`src/rtl/slot_pkg.sv`:
```
// Shared definitions for the slot matrix.
//   CH_PER_PRIM : subslot channels per primary slot
//   MAX_CH      : total channel count (4 primaries x 4 subslots)
//   state_e     : device handshake states
//   ch_index()  : flattens (primary, subslot) to a channel number
package slot_pkg;

  localparam int unsigned CH_PER_PRIM = 4;
  localparam int unsigned MAX_CH      = 16;

  typedef enum logic [1:0] {
    StIdle,
    StBusy,
    StHold
  } state_e;

  function automatic logic [3:0] ch_index(input logic [1:0] prim, input logic [1:0] sub);
    return 4'(int'(prim) * CH_PER_PRIM + int'(sub));
  endfunction

endpackage

```
`src/rtl/slot_regs.sv`:
```
// Slot registers and page decode.
// Holds the primary slot register (I/O port PSLOT_PORT) and the secondary slot register of
// every expanded primary (memory FFFFh), and maps the current CPU address to a channel.
// Ports:
//   clk, reset_n      : clock, asynchronous active-low reset
//   clk_en            : CPU clock enable, qualifies register writes
//   addr, mreq_n,
//   iorq_n, wr_n      : CPU bus
//   d_from_cpu        : CPU write data
//   psl_q             : primary slot register
//   io_rd_data        : read value for an I/O read at the current address
//   ssl_rd_data       : read value of the selected secondary register (inverted)
//   ssl_access        : current memory cycle targets the secondary register
//   ch                : decoded channel for the current address
//   ch_exists         : decoded primary is below NUM_PRIMARY
//   ch_populated      : decoded channel exists and has a device attached
module slot_regs
  import slot_pkg::*;
#(
  parameter int unsigned       NUM_PRIMARY = 4,
  parameter logic [3:0]        EXPANDED    = 4'b0000,
  parameter logic [MAX_CH-1:0] POPULATED   = 16'h000F,
  parameter logic [7:0]        PSLOT_PORT  = 8'hA8
) (
  input  logic        clk,
  input  logic        reset_n,
  input  logic        clk_en,
  input  logic [15:0] addr,
  input  logic        mreq_n,
  input  logic        iorq_n,
  input  logic        wr_n,
  input  logic [7:0]  d_from_cpu,
  output logic [7:0]  psl_q,
  output logic [7:0]  io_rd_data,
  output logic [7:0]  ssl_rd_data,
  output logic        ssl_access,
  output logic [3:0]  ch,
  output logic        ch_exists,
  output logic        ch_populated
);

  logic [7:0] ssl_q [4];
  logic [1:0] page;
  logic [2:0] page_pos;
  logic [1:0] prim;
  logic [1:0] sub;
  logic [1:0] ssl_prim;
  logic       psl_we;
  logic       ssl_we;

  assign page     = addr[15:14];
  assign page_pos = {page, 1'b0};
  assign prim     = psl_q[page_pos +: 2];
  assign sub      = EXPANDED[prim] ? ssl_q[prim][page_pos +: 2] : 2'b00;
  assign ch       = ch_index(prim, sub);

  assign ch_exists    = 32'(prim) < NUM_PRIMARY;
  assign ch_populated = ch_exists && POPULATED[ch];

  // The secondary register seen at FFFFh belongs to whichever primary owns page 3.
  assign ssl_prim    = psl_q[7:6];
  assign ssl_access  = !mreq_n && (addr == 16'hFFFF) && EXPANDED[ssl_prim];
  assign ssl_rd_data = ~ssl_q[ssl_prim];

  assign io_rd_data = (addr[7:0] == PSLOT_PORT) ? psl_q : 8'hFF;

  assign psl_we = clk_en && !iorq_n && !wr_n && (addr[7:0] == PSLOT_PORT);
  assign ssl_we = clk_en && ssl_access && !wr_n;

  always_ff @(posedge clk or negedge reset_n) begin
    if (!reset_n) begin
      psl_q <= 8'h00;
      for (int p = 0; p < 4; p++) begin
        ssl_q[p] <= 8'h00;
      end
    end else begin
      if (psl_we) begin
        psl_q <= d_from_cpu;
      end
      if (ssl_we) begin
        ssl_q[ssl_prim] <= d_from_cpu;
      end
    end
  end

endmodule

```
`src/rtl/slot_matrix.sv`:
```
// MSX slot matrix: slot registers, channel select and request/acknowledge handshake.
// Every memory cycle is decoded to a slot/subslot channel. Populated channels get a single
// dev_rd/dev_wr request and the CPU is held in wait until the channel acknowledges or the
// wait counter expires. Unpopulated reads return FFh immediately; unpopulated writes are
// dropped.
// Ports:
//   clk, reset_n          : clock, asynchronous active-low reset
//   clk_en                : CPU clock enable
//   addr, mreq_n, iorq_n,
//   rd_n, wr_n            : CPU bus control
//   d_from_cpu / d_to_cpu : CPU data in / out
//   wait_n                : CPU wait, low while a device access is outstanding
//   sltsl_n               : per-channel slot select, active low
//   dev_rd, dev_wr        : one-cycle request to the selected channel
//   dev_ack, dev_data     : per-channel completion and read data (channel ch at [8*ch+:8])
//   timeout_err           : one-cycle pulse when an access is aborted by the wait counter
//   psl_q                 : primary slot register
// The wait counter clears in the request cycle and counts clk_en cycles in BUSY; the access
// times out in the BUSY cycle where the count reaches TIMEOUT.
module slot_matrix
  import slot_pkg::*;
#(
  parameter int unsigned       NUM_PRIMARY = 4,
  parameter logic [3:0]        EXPANDED    = 4'b0000,
  parameter logic [MAX_CH-1:0] POPULATED   = 16'h000F,
  parameter logic [7:0]        PSLOT_PORT  = 8'hA8,
  parameter int unsigned       TIMEOUT     = 255
) (
  input  logic                  clk,
  input  logic                  reset_n,
  input  logic                  clk_en,
  input  logic [15:0]           addr,
  input  logic                  mreq_n,
  input  logic                  iorq_n,
  input  logic                  rd_n,
  input  logic                  wr_n,
  input  logic [7:0]            d_from_cpu,
  output logic [7:0]            d_to_cpu,
  output logic                  wait_n,
  output logic [MAX_CH-1:0]     sltsl_n,
  output logic                  dev_rd,
  output logic                  dev_wr,
  input  logic [MAX_CH-1:0]     dev_ack,
  input  logic [8*MAX_CH-1:0]   dev_data,
  output logic                  timeout_err,
  output logic [7:0]            psl_q
);

  localparam int unsigned    CntW    = $clog2(TIMEOUT + 1);
  localparam logic [CntW-1:0] CntLast = CntW'(TIMEOUT - 1);

  state_e          state_q, state_d;
  logic [CntW-1:0] cnt_q;
  logic [3:0]      ch_q;
  logic            rd_q;
  logic [7:0]      d_q;

  logic [7:0] io_rd_data;
  logic [7:0] ssl_rd_data;
  logic       ssl_access;
  logic [3:0] ch;
  logic       ch_exists;
  logic       ch_populated;

  logic       mem_cycle;
  logic       cycle_end;
  logic       start;
  logic       ack;
  logic       tmo;
  logic       latch;
  logic [6:0] data_pos;

  slot_regs #(
    .NUM_PRIMARY (NUM_PRIMARY),
    .EXPANDED    (EXPANDED),
    .POPULATED   (POPULATED),
    .PSLOT_PORT  (PSLOT_PORT)
  ) u_regs (
    .clk          (clk),
    .reset_n      (reset_n),
    .clk_en       (clk_en),
    .addr         (addr),
    .mreq_n       (mreq_n),
    .iorq_n       (iorq_n),
    .wr_n         (wr_n),
    .d_from_cpu   (d_from_cpu),
    .psl_q        (psl_q),
    .io_rd_data   (io_rd_data),
    .ssl_rd_data  (ssl_rd_data),
    .ssl_access   (ssl_access),
    .ch           (ch),
    .ch_exists    (ch_exists),
    .ch_populated (ch_populated)
  );

  assign mem_cycle = !mreq_n && (!rd_n || !wr_n);
  assign cycle_end = mreq_n || (rd_n && wr_n);

  // Only IDLE launches a request, and IDLE is reached only once the CPU cycle has ended,
  // so a strobe held low cannot retrigger. Gated by reset_n so nothing fires while in reset.
  assign start = reset_n && (state_q == StIdle) && clk_en && mem_cycle && !ssl_access &&
                 ch_populated;

  assign data_pos = {ch_q, 3'b000};
  assign ack      = dev_ack[ch_q];
  assign tmo      = clk_en && (cnt_q == CntLast);

  // State register
  always_ff @(posedge clk or negedge reset_n) begin
    if (!reset_n) begin
      state_q <= StIdle;
    end else begin
      state_q <= state_d;
    end
  end

  // Next-state logic; a CPU cycle ending in BUSY aborts ahead of any ack or timeout.
  always_comb begin
    state_d = state_q;
    case (state_q)
      StIdle: begin
        if (start) state_d = StBusy;
      end
      StBusy: begin
        if (cycle_end)      state_d = StIdle;
        else if (ack || tmo) state_d = StHold;
      end
      StHold: begin
        if (cycle_end) state_d = StIdle;
      end
      default: state_d = StIdle;
    endcase
  end

  // Handshake outputs
  always_comb begin
    wait_n      = 1'b1;
    dev_rd      = 1'b0;
    dev_wr      = 1'b0;
    timeout_err = 1'b0;
    latch       = 1'b0;
    case (state_q)
      StIdle: begin
        if (start) begin
          wait_n = 1'b0;
          dev_rd = !rd_n;
          dev_wr = rd_n;
        end
      end
      StBusy: begin
        wait_n = 1'b0;
        if (!cycle_end) begin
          if (ack)      latch       = rd_q;
          else if (tmo) timeout_err = 1'b1;
        end
      end
      default: ;
    endcase
  end

  // Access context and read data; d_q reads FFh unless a read is acknowledged.
  always_ff @(posedge clk or negedge reset_n) begin
    if (!reset_n) begin
      cnt_q <= '0;
      ch_q  <= 4'h0;
      rd_q  <= 1'b0;
      d_q   <= 8'hFF;
    end else if (start) begin
      cnt_q <= '0;
      ch_q  <= ch;
      rd_q  <= !rd_n;
      d_q   <= 8'hFF;
    end else if (state_q == StBusy) begin
      if (clk_en) begin
        cnt_q <= cnt_q + 1'b1;
      end
      if (latch) begin
        d_q <= dev_data[data_pos +: 8];
      end
    end
  end

  always_comb begin
    d_to_cpu = d_q;
    if (!iorq_n && !rd_n) begin
      d_to_cpu = io_rd_data;
    end else if (ssl_access && !rd_n) begin
      d_to_cpu = ssl_rd_data;
    end else if (mem_cycle && !rd_n && (state_q == StIdle) && !ch_populated) begin
      d_to_cpu = 8'hFF;
    end
  end

  always_comb begin
    sltsl_n = '1;
    if (reset_n && mem_cycle && !ssl_access && ch_exists) begin
      sltsl_n[ch] = 1'b0;
    end
  end

endmodule

```
`config.mk`:
```
export PLATFORM = sky130hd
export DESIGN_NAME = slot_matrix
export DESIGN_NICKNAME = d
export VERILOG_FILES = /design/src/rtl/slot_pkg.sv /design/src/rtl/slot_regs.sv /design/src/rtl/slot_matrix.sv
export SDC_FILE = /design/constraint.sdc
export NUM_CORES = 1
export LEC_CHECK = 0
export CORE_MARGIN = 3
export CORE_UTILIZATION = 30
export DETAILED_ROUTE_END_ITERATION = 12
export PLACE_DENSITY = 0.88
export SYNTH_ARGS = -nofsm -noshare
export SYNTH_HDL_FRONTEND = slang
export SYNTH_SLANG_ARGS = --single-unit
export TNS_END_PERCENT = 100
```
`constraint.sdc`:
```
create_clock -name clk -period 2.6 [get_ports clk]
set_clock_uncertainty 0.2 [all_clocks]
set_input_delay 0.26 -clock clk [delete_from_list [all_inputs] [get_ports clk]]
set_output_delay 0.26 -clock clk [all_outputs]
set_load 0.05 [all_outputs]
```
=== Word-level counts from Yosys, hierarchy flattened ===
Memory sizes are Yosys's and may differ from the RTL's.
Cells that the tools add are included.

* Memory bits (read-only): 16
* Memories: 1
* Input bits: 175
* Flip-flop bits (word level): 63

* Equality and inequality tests: 8
* Magnitude comparators: 8
* Shifts and indexed selects: 3
* Bitwise gates (word level): 4
* Multiplexer cells: 48
* Add/sub/neg operators: 2
* Reductions and logical operators: 40

{| class="wikitable"
|+ Memories
! memory !! depth !! bits a word !! read ports !! clocked after memory_dff !! wr ports !! RTL line !! source
|-
| (name not given) || 16 || 1 || 1 || 0 || 0 || slot_regs.sv:58 || <nowiki>assign ch_populated = ch_exists && POPULATED[ch];</nowiki>
|}

{| class="wikitable"
|+ Operator list
! operator !! number
|-
| $shiftx A128 B8 Y8 || 1
|-
| $mux W8 || 15
|-
| $bmux W8 S2 || 2
|-
| $bwmux W32 || 1
|-
| $logic_and A1 B1 Y1 || 24
|-
| $mux W1 || 17
|-
| $demux W8 S2 || 1
|-
| $eq A16 B16 Y1 const B || 1
|-
| $eq A8 B8 Y1 const B || 2
|-
| $mux W16 || 1
|-
| $not A16 Y16 || 1
|-
| $shiftx A8 B4 Y2 || 2
|-
| $lt A4 B5 Y1 const B || 2
|-
| $mux W2 || 5
|-
| $add A8 B1 Y8 const B || 1
|-
| $not A8 Y8 || 1
|-
| $ge A3 B3 Y1 const B || 2
|-
| $logic_not A1 Y1 || 6
|-
| $lt A2 B3 Y1 const B || 2
|-
| $not A2 Y3 || 2
|-
| $pmux W2 S3 || 1
|-
| $reduce_bool A2 Y1 || 3
|-
| $add A4 B2 Y4 || 1
|-
| $bmux W1 S2 || 2
|-
| other kinds (13) || 17
|}

=== Logic depth before layout (Yosys ltp) ===
Gate-level depths: netlist (run 1).

* Depth in word-level cells: 15
* Depth in mapped cells: 6
* Mapped depth without buffers: 6

=== Hierarchy ===
Synthesis (run 1) repeated with hierarchy kept, for this count alone.

* Cells, all modules: 271
* Area, all modules: 3050.4 µm²

{| class="wikitable"
|+ By module, submodules not included
! module !! cells each !! seq. area each (µm²) !! times used !! area each (µm²)
|-
| slot_matrix || 225 || 585.6 || 1 || 2498.6
|-
| slot_regs || 46 || 200.2 || 1 || 551.8
|}

=== Worst setup path before layout (run 1) ===
No wires, ideal clock.

* Path kind: reg-to-output
* Start: register u_regs.psl_q[7]
* End: output port wait_n
* Path slack: -0.099 ns
* Stages on the path, launching flop included: 5
* Data arrival time: 2.239 ns
* Data required time: 2.140 ns
* Cell sequence: dfrtp_1 > and4bb_2 > nor4_4 > nor4_4 > o21bai_1

* Cells in the longest elaborated chain, start to end: 13
* Elaborated cells on any way between the ends: 20

{| class="wikitable"
|+ Ends and longest elaborated chain
! item !! RTL line !! source
|-
| start: declaration || slot_regs.sv:33 || <nowiki>output logic [7:0] psl_q,</nowiki>
|-
| start signal: assignment || slot_regs.sv:78 || <nowiki>psl_q <= d_from_cpu;</nowiki>
|-
| $shiftx A8 B4 Y2 || slot_regs.sv:53 || <nowiki>assign prim = psl_q[page_pos +: 2];</nowiki>
|-
| $not A2 Y3 (not written as such) || slot_regs.sv:54 || <nowiki>assign sub = EXPANDED[prim] ? ssl_q[prim][page_pos +: 2] : 2'b00;</nowiki>
|-
| $bmux W8 S2 || slot_regs.sv:54 ||
|-
| $mux W8 (not written as such) (2 in series) || slot_regs.sv:54 ||
|-
| $shiftx A8 B4 Y2 || slot_regs.sv:54 ||
|-
| $mux W2 || slot_regs.sv:54 ||
|-
| $add A4 B2 Y4 || slot_pkg.sv:18 || <nowiki>return 4'(int'(prim) * CH_PER_PRIM + int'(sub));</nowiki>
|-
| $mem_v2 Z16 W1 || n/a ||
|-
| $mux W1 (not written as such) || slot_regs.sv:58 ||
|-
| $logic_and A1 B1 Y1 * || slot_matrix.sv:101 || <nowiki>assign start = reset_n && (state_q == StIdle) && clk_en && mem_cycle && !ssl_access &&</nowiki>
|-
| $mux W1 * || slot_matrix.sv:144 || <nowiki>if (start) begin</nowiki>
|-
| $pmux W1 S2 * || slot_matrix.sv:142 || <nowiki>case (state_q)</nowiki>
|-
| end: declaration || slot_matrix.sv:39 || <nowiki>output logic wait_n,</nowiki>
|}

Every way passes the cells marked *; elsewhere a longest branch is shown, timed or not. The select of a mux whose other input is x is not followed.

=== Worst setup path after layout (run 1) ===
* Start: input port addr[14]
* End: output port dev_wr

* Cells in the longest elaborated chain, start to end: 13
* Elaborated cells on any way between the ends: 20

{| class="wikitable"
|+ Ends and longest elaborated chain
! item !! RTL line !! source
|-
| start: declaration || slot_matrix.sv:32 || <nowiki>input logic [15:0] addr,</nowiki>
|-
| $shiftx A8 B4 Y2 || slot_regs.sv:53 ||
|-
| $not A2 Y3 (not written as such) || slot_regs.sv:54 ||
|-
| $bmux W8 S2 || slot_regs.sv:54 ||
|-
| $mux W8 (not written as such) (2 in series) || slot_regs.sv:54 ||
|-
| $shiftx A8 B4 Y2 || slot_regs.sv:54 ||
|-
| $mux W2 || slot_regs.sv:54 ||
|-
| $add A4 B2 Y4 || slot_pkg.sv:18 ||
|-
| $mem_v2 Z16 W1 || n/a ||
|-
| $mux W1 (not written as such) || slot_regs.sv:58 ||
|-
| $logic_and A1 B1 Y1 * || slot_matrix.sv:101 ||
|-
| $mux W1 * || slot_matrix.sv:144 ||
|-
| $mux W1 * || slot_matrix.sv:142 ||
|-
| end: declaration || slot_matrix.sv:42 || <nowiki>output logic dev_wr,</nowiki>
|}

Marks and branches as above.

==> results of run 1 <==
cell usage after synthesis (all sizes together), types with 2 or more instances:
cell type,number
o221a,8
nor2,6
or3,3
nor4b,2
mux2,9
nor3,3
nor4,5
dfrtp,21
clkbuf,5
or4,2
nand4,3
a32o,2
nand2,26
o21ai,7
dfstp,8
mux4,11
nand2b,11
inv,5
buf,15
a21oi,2
o21bai,2
nand4b,3
and4,2
and2,2
nor2b,4
and3,2
nand3,12
ha,2
o311ai,2
sequential cells by signal (all words and copies together), names as in the netlist:
signal / cells
cnt_q: 8
rd_q: 1
state_q: 2
u_regs.psl_q: 8
d_q: 8
ch_q: 2
what timing repair did:
item	CTS	global route
hold endpoints to repair	0	0
buffers inserted	2	0
setup endpoints to repair	2	10
gates resized for setup	0	4
pin swaps	1	1
final timing paths:
path,startpoint,to,slack [ps]
setup / recovery,addr[14],dev_wr,80
hold / removal,reset_n,u_regs.psl_q[1],230
setup reg to reg,u_regs.psl_q[2],cnt_q[5],560
hold reg to reg,d_q[1],d_q[1],300
max in group asynchronous,reset_n,d_q[2],1650
min in group clk,d_q[1],d_q[1],300
report_power, final:
group	internal (mW)	switching, mW	leakage (nW)
clock network	0.312	0.171	0.0585
registers	0.538	0.0727	0.359
logic	0.357	0.345	0.976
stage by stage:
stage / worst slack [ps] / instances / hold WS (ps)
4_1_cts: 4.61 / 389 / 229
3_5_place_dp: -14.0 / 379 / 296
2_1_floorplan: -99.2 / 207 / -236
3_3_place_gp: 22.3 / 379 / 290
5_1_grt: 1.51 / 389 / 274
6_report: 80.6 / 389 / 225
worst max-delay path: stages:
cell and delay, ps:
clkdlybuf4s50_1 460, buf_4 180, nor4b_4 310, nor4_4 100
nor4_4 240, buf_4 170, and2_1 180, buf_12 150
layout by cell type, fill, tap and decap left out, types with 9 or more instances in the layout:
cell,count
buf_12,12
buf_4,18
clkdlybuf4s50_1,68
conb_1,12
dfrtp_1,21
mux2_2,9
mux4_2,9
nand2_1,25
nand2b_1,11
metal layers:
layer | vias up | wire length, um | global-route usage [%] | share of wire [%]
li1 | 910 | - | - | -
met1 | 925 | 2460 | 18.9 | 43
met2 | 86 | 2630 | 22.5 | 46
met3 | 6 | 571 | 6.19 | 10
met4 | 0 | 54 | 3.44 | 0.94
met5 | - | 0 | 0 | 0
area by class of cell:
class | instances | area (um2) | share of cell area, %
tap | 96 | 120 | 3.59
inverter | 5 | 18.8 | 0.560
clock inverter | 1 | 30.0 | 0.897
sequential | 29 | 736 | 22.0
multi-input combinational | 153 | 1300 | 38.9
clock buffer | 7 | 86.3 | 2.58
timing repair buffer | 98 | 1060 | 31.5
cells by family after synthesis:
group,after synthesis
AO/OA/AOI/OAI,25
flip-flops,29
adder cells (fa/ha/maj),2
buffers and inverters,25
XOR/XNOR,1
other,1
multiplexers,21
AND/OR/NAND/NOR,92
==> impl_metrics.tcl, run 1 <==
set metrics [dict create \
    hold_path_class "primary input to asynchronous set/reset pin" \
    final.min_clock_period_ps 2520 \
    dieArea_um2 8130 \
    slew_violations 0 \
    reg2reg_depth 5 \
    drive_above_1_share_pct 31.1 \
    core_um2 6830 \
    insertion_delay_ps 290 \
    num_antenna_cells 0 \
    synth_top_family_by_area "simple AND/OR/NAND/NOR gates" \
    firstDrtPassIters 4 \
    synth_compound_area_share_pct 9.66 \
    antenna_found_initial 0 \
    fmax_ghz 0.397 \
    p_total_mw 1.80 \
    max_cap_viol_count 0 \
    clockRootBuffer "clkbuf_8" \
    drc_errors 0 \
    fillers 622 \
    synthAdderAreaFrac_pct 1.18 \
    clk_pin_slew_ps 60 \
    power.density_nw_per_um2 536 \
    cts_made_buffers 5 \
    grt_pass1_vias 1909 \
    nNetsFinal 469 \
    power_leakage_nw 1.39 \
    min_period_over_period_pct 96.9 \
    postSynthCellCount 196 \
    synth.area.mux_share_pct 17.3 \
    status "finished, final reports clean" \
    wl_um 5720 \
    synthDominantCellAreaShare_pct 24.7 \
    num_rows 30 \
    routedWlPerCell_um 14.7 \
    cts_tree "built" \
    area_delta_synth_final_pct 57.7 \
    die_h_um 90.2 \
    synthXorXnorAreaFrac_pct 0.412 \
    drt_iter0_drc 153 \
    globalRouteOverflowTotal 0 \
    worst_pin_slew_ps 517 \
    synth.avg_cell_area_um2 10.8 \
    required_ps 2140 \
    final_core_util_pct 49.0 \
    ys_async_sr_fraction_pct 100 \
    cts.htree.levels 2 \
    criticalPathCategory "primary input to primary output" \
    start_util_pct 31.1 \
    grt_pass1_wl_um 9540 \
    boundaryPins 211 \
    synth-simple-area-share_pct 29.4 \
    netlist_top_cells_area "dfrtp_1 (25%), dfstp_2 (9.9%), mux4_2 (9.5%)" \
    cts_hold_buf 0 \
    mappedNetlistArea_um2 2120 \
    crit_fanout 5 \
    synth_seq_area_share_pct 34.6 \
    rsz0062_at_grt "false" \
    clock-sinks 29 \
    synth_seq_cells 29 \
    die_w_um 90.2 \
    antenna_left 0 \
    synth_top_area_cell "dfrtp_1" \
    port-buffer-count 84 \
    hold_viol 0 \
    dpl_cell_area_um2 3200 \
    worstPathArrival_ps 2060 \
    ir_drop_mv 0.233 \
    gp_congestion 0.803 \
    vias 1927 \
    grt_max_degree 32 \
    dpl.hpwl_um 4580 \
    clk_path_buf_depth 2 \
    synth_enable_flop_cells 0 \
    slew_headroom_pct 65.4 \
    design_area_um2 3350 \
    finalSetupViolations 0 \
    vias_per_cell 4.95 \
    ys_warn_count 0 \
    finalSetupTns_ps 0 \
    critPathCaptureType "primary output" \
    synth_ff_type "dfrtp_1" \
    yosys.cell_types.count 48 \
    cp-start-kind "primary input" \
    track_usage_pct 14.6 \
]
(Power assumes the default switching activity.)
==> run 2, diff against run 1 <==
--- a/config.mk
+++ b/config.mk
@@ -5,6 +5,7 @@
 export SDC_FILE = /design/constraint.sdc
 export NUM_CORES = 1
 export LEC_CHECK = 0
+export ABC_CLOCK_PERIOD_IN_PS = 2600
 export CORE_MARGIN = 3
 export CORE_UTILIZATION = 30
 export DETAILED_ROUTE_END_ITERATION = 12
==> results of run 2 <==
Same layout as run 1: the final DEF is identical, and so are final timing and power.
